`src/rtl/seg_scan_ctrl.sv`:
```
// seg_scan_ctrl: prescaled round-robin scan of a 4-digit seven-segment display with anti-ghost blanking
module seg_scan_ctrl #(
   parameter int DIV_W     = 20,
   parameter int DEF_DIV   = 100000,
   parameter int BLANK_CYC = 4
) (
   input  logic             clk_in,
   input  logic             reset,
   input  logic             div_load,
   input  logic [DIV_W-1:0] div_value,
   output logic             div_ack,
   input  logic [15:0]      digits,
   input  logic [3:0]       dp,
   input  logic             blank_en,
   output logic [3:0]       an,
   output logic [6:0]       seg,
   output logic             dp_out,
   output logic             scan_tick
);

   localparam logic [DIV_W-1:0] MIN_DIV = DIV_W'(BLANK_CYC + 2);
   localparam logic [DIV_W-1:0] RST_DIV = (DEF_DIV > BLANK_CYC + 2) ? DIV_W'(DEF_DIV) : MIN_DIV;
   localparam int BW = (BLANK_CYC > 1) ? $clog2(BLANK_CYC) : 1;
   localparam logic [BW-1:0] BLANK_LAST = BW'(BLANK_CYC - 1);

   typedef enum logic {BLANK, SHOW} state_t;

   state_t           state;
   logic [DIV_W-1:0] count;
   logic [DIV_W-1:0] period;
   logic [BW-1:0]    bcnt;
   logic [1:0]       idx;
   logic             terminal;
   logic             tick_now;
   logic [3:0]       nib;
   logic             supp;

   function automatic logic [6:0] decode(input logic [3:0] n);
      case (n)
         4'h0: decode = 7'b1000000;
         4'h1: decode = 7'b1111001;
         4'h2: decode = 7'b0100100;
         4'h3: decode = 7'b0110000;
         4'h4: decode = 7'b0011001;
         4'h5: decode = 7'b0010010;
         4'h6: decode = 7'b0000010;
         4'h7: decode = 7'b1111000;
         4'h8: decode = 7'b0000000;
         4'h9: decode = 7'b0010000;
         4'hA: decode = 7'b0001000;
         4'hB: decode = 7'b0000011;
         4'hC: decode = 7'b1000110;
         4'hD: decode = 7'b0100001;
         4'hE: decode = 7'b0000110;
         default: decode = 7'b0001110;
      endcase
   endfunction

   // a load in the same cycle as terminal count restarts the period and swallows the tick
   assign terminal = count == period - DIV_W'(1);
   assign tick_now = terminal && !div_load;
   assign nib      = digits[{idx, 2'b00} +: 4];
   assign supp     = blank_en && idx != 2'd0 && (digits >> {idx, 2'b00}) == 16'h0;

   // prescaler with runtime-loadable, clamped period and load acknowledge
   always_ff @(posedge clk_in or negedge reset) begin
      if (!reset) begin
         count     <= '0;
         period    <= RST_DIV;
         scan_tick <= 1'b0;
         div_ack   <= 1'b0;
      end else begin
         div_ack   <= div_load;
         scan_tick <= tick_now;
         if (div_load) begin
            period <= (div_value < MIN_DIV) ? MIN_DIV : div_value;
            count  <= '0;
         end else begin
            count <= terminal ? '0 : count + DIV_W'(1);
         end
      end
   end

   // blank/show sequencer; digit outputs are snapshotted on show entry so they never change mid-digit
   always_ff @(posedge clk_in or negedge reset) begin
      if (!reset) begin
         state  <= BLANK;
         bcnt   <= '0;
         idx    <= 2'd0;
         an     <= 4'hF;
         seg    <= 7'h7F;
         dp_out <= 1'b1;
      end else if (state == BLANK) begin
         if (bcnt == BLANK_LAST) begin
            state  <= SHOW;
            bcnt   <= '0;
            an     <= ~(4'b0001 << idx);
            seg    <= supp ? 7'h7F : decode(nib);
            dp_out <= ~dp[idx];
         end else begin
            bcnt <= bcnt + BW'(1);
         end
      end else if (tick_now) begin
         state  <= BLANK;
         idx    <= idx + 2'd1;
         an     <= 4'hF;
         seg    <= 7'h7F;
         dp_out <= 1'b1;
      end
   end

endmodule

```
`config.mk`:
```
export PLATFORM = sky130hd
export DESIGN_NAME = seg_scan_ctrl
export DESIGN_NICKNAME = d
export VERILOG_FILES = /design/src/rtl/seg_scan_ctrl.sv
export SDC_FILE = /design/constraint.sdc
export NUM_CORES = 1
export LEC_CHECK = 0
export CORE_MARGIN = 5
export CORE_UTILIZATION = 27
export DETAILED_ROUTE_END_ITERATION = 8
export PLACE_DENSITY = 0.43
export SLEW_MARGIN = 5
export SYNTH_ARGS = -nofsm -noshare
export SYNTH_HDL_FRONTEND = slang
export SYNTH_SLANG_ARGS = --single-unit
```
`constraint.sdc`:
```
create_clock -name clk_in -period 5.4 [get_ports clk_in]
set_input_delay 1.08 -clock clk_in [delete_from_list [all_inputs] [get_ports clk_in]]
set_output_delay 1.08 -clock clk_in [all_outputs]
set_load 0.005 [all_outputs]
```
# Word-level counts from Yosys, hierarchy flattened
# Memories as Yosys holds them, arrays and structs flattened.
# Index checks and enable logic that the tools add are counted.
dict set report totals {
  ff_bits 59
  rom_bits 112
  inputBits 44
  output_inout_bits 14
  elab_cells 53
  n_memories 1
}
dict set report classes {
  n_addsub 4
  n_lt_le_gt_ge 2
  n_eq_ne 3
  shift 3
  mux 19
  bitwise 2
  n_reduce_logical 9
}
# memory words word_bits rd rd_ports_with_merged_regs write_ports line_no
set memory_table {}
lappend memory_table {{(name not given)} 16 7 1 0 0 39} ;# case (n)
# op n
set op_table {}
lappend op_table {{two-way mux 20 bit} 3}
lappend op_table {{two-way mux 7 bit} 4}
lappend op_table {{adder 20 x 1 -> 20 bit (second input constant)} 1}
lappend op_table {{== test 20 bit} 1}
lappend op_table {{less-than comparator 20 x 3 -> 1 bit (second input constant)} 1}
lappend op_table {{subtractor 20 x 1 -> 20 bit (second input constant)} 1}
lappend op_table {{zero test 16 bit} 1}
lappend op_table {{variable part select 16 x 5 -> 4 bit} 1}
lappend op_table {{right shift 16 x 4 -> 16 bit} 1}
lappend op_table {{two-way mux 4 bit} 3}
lappend op_table {{two-way mux 1 bit} 7}
lappend op_table {{adder 2 x 1 -> 2 bit (second input constant)} 2}
lappend op_table {{inverter 4 bit} 1}
lappend op_table {{AND reduction 2 bit} 2}
lappend op_table {{nonzero test 2 bit} 2}
lappend op_table {{<< shifter 1 x 2 -> 4 bit (first input constant)} 1}
lappend op_table {{logical AND 1 bit} 3}
lappend op_table {{less-than comparator 2 x 3 -> 1 bit (second input constant)} 1}
lappend op_table {{binary-select mux 1 bit (select 2 bit)} 1}
lappend op_table {{== test 2 bit (second input constant)} 1}
lappend op_table {{two-way mux 2 bit} 1}
lappend op_table {{!= test 2 x 1 -> 1 bit (second input constant)} 1}
lappend op_table {{zero test 1 bit} 1}
lappend op_table {{inverter 1 bit} 1}

# Longest topological paths before layout
dict set report logic_depth {
  word_depth 6
  depth_mapped 11
  ltp_nobuf 9
}

# Least setup slack after synthesis
# OpenSTA, ideal clock, no wires.
dict set report synth_timing {
  path_type {reg-to-reg}
  startpoint {register period[0]}
  endpoint {register idx[1]}
  setup_ns 0.125
  arrival_time_ns 3.156
  setup_slack_ns 2.119
  stages_incl_launch_ff 11
  period_less_slack_ns 3.281
  path_cell_list {dfrtp_1 > inv_1 > ha_1 > or4b_4 > nor4_1 > xnor2_1 > nand3b_1 > or4_1 > or4_1 > buf_2 > mux2_4}
}
dict set report synth_between {
  elab_chain_len 4
}
# item line_no
set synth_rtl {}
lappend synth_rtl {{start, declared} 30} ;# logic [DIV_W-1:0] period;
lappend synth_rtl {{start signal, assigned} 76} ;# period <= (div_value < MIN_DIV) ? MIN_DIV : div_value;
lappend synth_rtl {{subtractor 20 x 1 -> 20 bit} 60} ;# assign terminal = count == period - DIV_W'(1);
lappend synth_rtl {{== test 20 bit} 60}
lappend synth_rtl {{logical AND 1 bit} 61} ;# assign tick_now = terminal && !div_load;
lappend synth_rtl {{AND reduction 2 bit (no source line)} --}
lappend synth_rtl {{end signal, assigned} 105} ;# idx <= idx + 2'd1;
lappend synth_rtl {{end, declared} 32} ;# logic [1:0] idx;
# Every way passes these cells.
# A chain may end at the register's enable or synchronous reset.

# Worst setup path in the final report
# Same ends and word-level chain as after synthesis.

==> impl_metrics.tcl <==
set metrics [dict create \
    outcome "complete, no violations" \
    synth_edf_count 0 \
    die-area_um2 15900 \
    power.density_nw_per_um2 274 \
    fin_hold_ws_ns 0.514 \
    die_h_um 126 \
    fin_nets 474 \
    cts_root_buf "clkbuf_16" \
    whs_path_depth 1 \
    grt_overflow 0 \
    htreeDepth 3 \
    grt_pass1_wl_um 16200 \
    clock_latency_ns 0.33 \
    reg2regPathDepth 9 \
    yosysTopAreaCell "dfrtp_1" \
    synth_top_area_share_pct 28.2 \
    slowest_delay_ns 0.82 \
    ys_top_cells_by_area "dfrtp_1, dfstp_2, mux2_2" \
    maxSlewHeadroom_pct 37.3 \
    diodes 0 \
    dp.cells 582 \
    ios 58 \
    num_vias 2920 \
    wl_um 9710 \
    cp-end-kind "flop" \
    grt_max_degree 60 \
    cts_hold_buf 0 \
    cp_common_cell "or4_1" \
    routed_via_density 4.88 \
    drc 0 \
    syn_to_final_growth_pct 29.9 \
    drv_cap 0 \
    rows 42 \
    cts_sinks 59 \
    tightestPinTransition_ns 0.941 \
    vdd_drop_max_v 0.000133 \
    fillers 1339 \
    cp.arrival_ns 4.04 \
    fin_ws_ns 1.58 \
    synthCells 358 \
    slowest_stage "or4_1" \
    ys_async_sr_fraction_pct 100 \
    startpoint_type "flop" \
    first_pass_iters 4 \
    max_freq_ghz 0.262 \
    postRouteAntennaNets 0 \
    pre_cts_ws_ns 1.58 \
    maxSlewViolCount 0 \
    yosysSeqAreaShare_pct 41.2 \
    synth_seq_cells 59 \
    synth_area_um2 3640 \
    synth_nets 415 \
    avgSynthCellArea_um2 10.2 \
    hp-start "bcnt[1]" \
    crit_path_max_fanout 15 \
    cts-resized-gates 0 \
    layout-drive-gt1-share_pct 16.8 \
    cts_setup_buffers 0 \
    die_w_um 126 \
    yosys_warnings 0 \
    synth_cell_types 58 \
    worstSetupPathType "flop to flop" \
    period_share_pct 70.7 \
    initial_core_util_pct 27.5 \
    clockBufferDepth 2 \
    routedWlPerCell_um 16.2 \
    path_cells "inv_1, ha_1, or4b_4, nor4_1, xnor2_1, nand3b_1, or4_1, or4_1, mux2_4" \
    finClkSkew_ns 0.00697 \
    dp_hpwl_um 7350 \
    hold_violations 0 \
    grt_pass1_vias 3099 \
    hold_path_end "bcnt[1]" \
    hp-class "flop to flop" \
    place_area_um2 4400 \
    grtUsageTotal_pct 12.8 \
    core_um2 13200 \
    finalSetupViolations 0 \
    r2r-start "period[0]" \
    grt_antenna_before_repair 0 \
    rsz0062_at_grt "false" \
    cts_tree "built" \
    dominantRegCellSynth "dfrtp_1" \
    totalNegativeSetupSlack_ns 0 \
    cp.required_ns 5.62 \
    gp_congestion 0.834 \
    finalCriticalPeriod_ns 3.82 \
    power_leakage_nw 1.89 \
    cts_buffers 9 \
    r2r_slack_ns 1.58 \
    layout.cells.non_filler 598 \
    path_clk_slew_ns 0.05 \
    drt_iter0_markers 227 \
    fin_area_um2 4730 \
    reg2reg_to "idx[1]" \
    io_buffers 57 \
]
==> where the power goes <==
group          total [mW]  internal (mW)  switching, mW
sequential          0.504          0.472         0.0319
combinational       0.166         0.0902         0.0758
clock               0.626          0.426          0.200
==> cells in the final DEF (no fill, tap or decap), types with 3 or more instances in the layout <==
cell / instances
nand3b_1: 3
nand3_1: 7
xnor2_1: 20
or4_1: 5
mux4_2: 6
nor2_1: 49
nand2_1: 15
ha_1: 13
clkbuf_16: 9
o21ai_0: 6
buf_4: 3
a221oi_1: 4
nor3_1: 11
a31oi_1: 5
inv_1: 14
o22ai_1: 4
dfrtp_1: 41
dfstp_2: 18
clkdlybuf4s50_1: 56
nand2b_1: 5
mux2_2: 17
nor4_1: 11
clkinv_2: 3
o31ai_1: 3
nand4_1: 7
a21oi_1: 12
and2_1: 3
a22oi_1: 3
xor2_1: 21
and3_1: 8
==> sequential cells by signal, summed over array words and instances (netlist names) <==
name / count
div_ack: 1
period: 20
scan_tick: 1
count: 20
dp_out: 1
bcnt: 2
state: 1
an: 4
idx: 2
seg: 7
==> cells by family (layout without fill, tap and decap cells) <==
group	Yosys count	count (layout)	share of synthesized area [%]
compound gates	54	54	10.3
buf+inv	26	90	3.13
mux	26	26	9.93
xor+xnor	42	42	10.5
flops	59	59	41.2
fa+ha+maj	13	13	4.47
simple gates	138	138	20.5
==> how the worst max path moves through the flow <==
| stage | from | end | slack, ns | cells after the start |
|---|---|---|---|---|
| after CTS | period[0] | idx[1] | 1.56 | 9 |
| after detailed placement | period[0] | idx[1] | 1.58 | 9 |
| after global placement | period[0] | idx[1] | 1.65 | 9 |
| after global routing | period[0] | idx[1] | 1.42 | 9 |
| after floorplan | period[0] | idx[1] | 2.12 | 10 |
| final | period[0] | idx[1] | 1.58 | 9 |
==> cells in the mapped netlist (5+ instances only) <==
master     n
nor2_1    49
dfrtp_1   41
xor2_1    21
xnor2_1   20
dfstp_2   18
mux2_2    17
nand2_1   15
inv_1     14
ha_1      13
a21oi_1   12
nor3_1    11
nor4_1    11
and3_1     8
clkbuf_1   7
nand3_1    7
nand4_1    7
mux4_2     6
o21ai_0    6
a31oi_1    5
nand2b_1   5
or4_1      5
==> layout make-up <==
| type | instances | area, um^2 | share of cell area (%) |
|---|---|---|---|
| inverters | 14 | 52.6 | 1.11 |
| multi-input cells | 273 | 2040 | 43.2 |
| flip-flops and latches | 59 | 1500 | 31.7 |
| well taps | 176 | 220 | 4.66 |
| clock inverters | 5 | 75.1 | 1.59 |
| clock buffers | 11 | 253 | 5.34 |
| repair buffers | 60 | 588 | 12.4 |
==> worst max-delay path, delay by kind of cell, from the launching register on <==
kind                     cells  cell delay [ns]
multiplexers                 1             0.40
XOR/XNOR                     1             0.16
buffers and inverters        1             0.09
flip-flops                   1             0.41
adder cells (fa/ha/maj)      1             0.24
AND/OR/NAND/NOR              5             2.42
==> stage by stage <==
stage	utilization (%)	total power [mW]
floorplan	-	0.593
global placement	33.2	0.679
detailed placement	33.2	0.679
CTS	35.7	1.32
global route	35.7	1.35
finish	35.7	1.30
==> routing by layer <==
| metal | up-vias | part of all wire [%] | global-route usage (%) |
|---|---|---|---|
| li1 | 1421 | - | - |
| met1 | 1431 | 49 | 17.3 |
| met2 | 58 | 46 | 19.9 |
| met3 | 10 | 3.9 | 3.56 |
| met4 | 0 | 1.5 | 4.16 |
| met5 | - | 0 | 0 |
(Power assumes the default switching activity.)
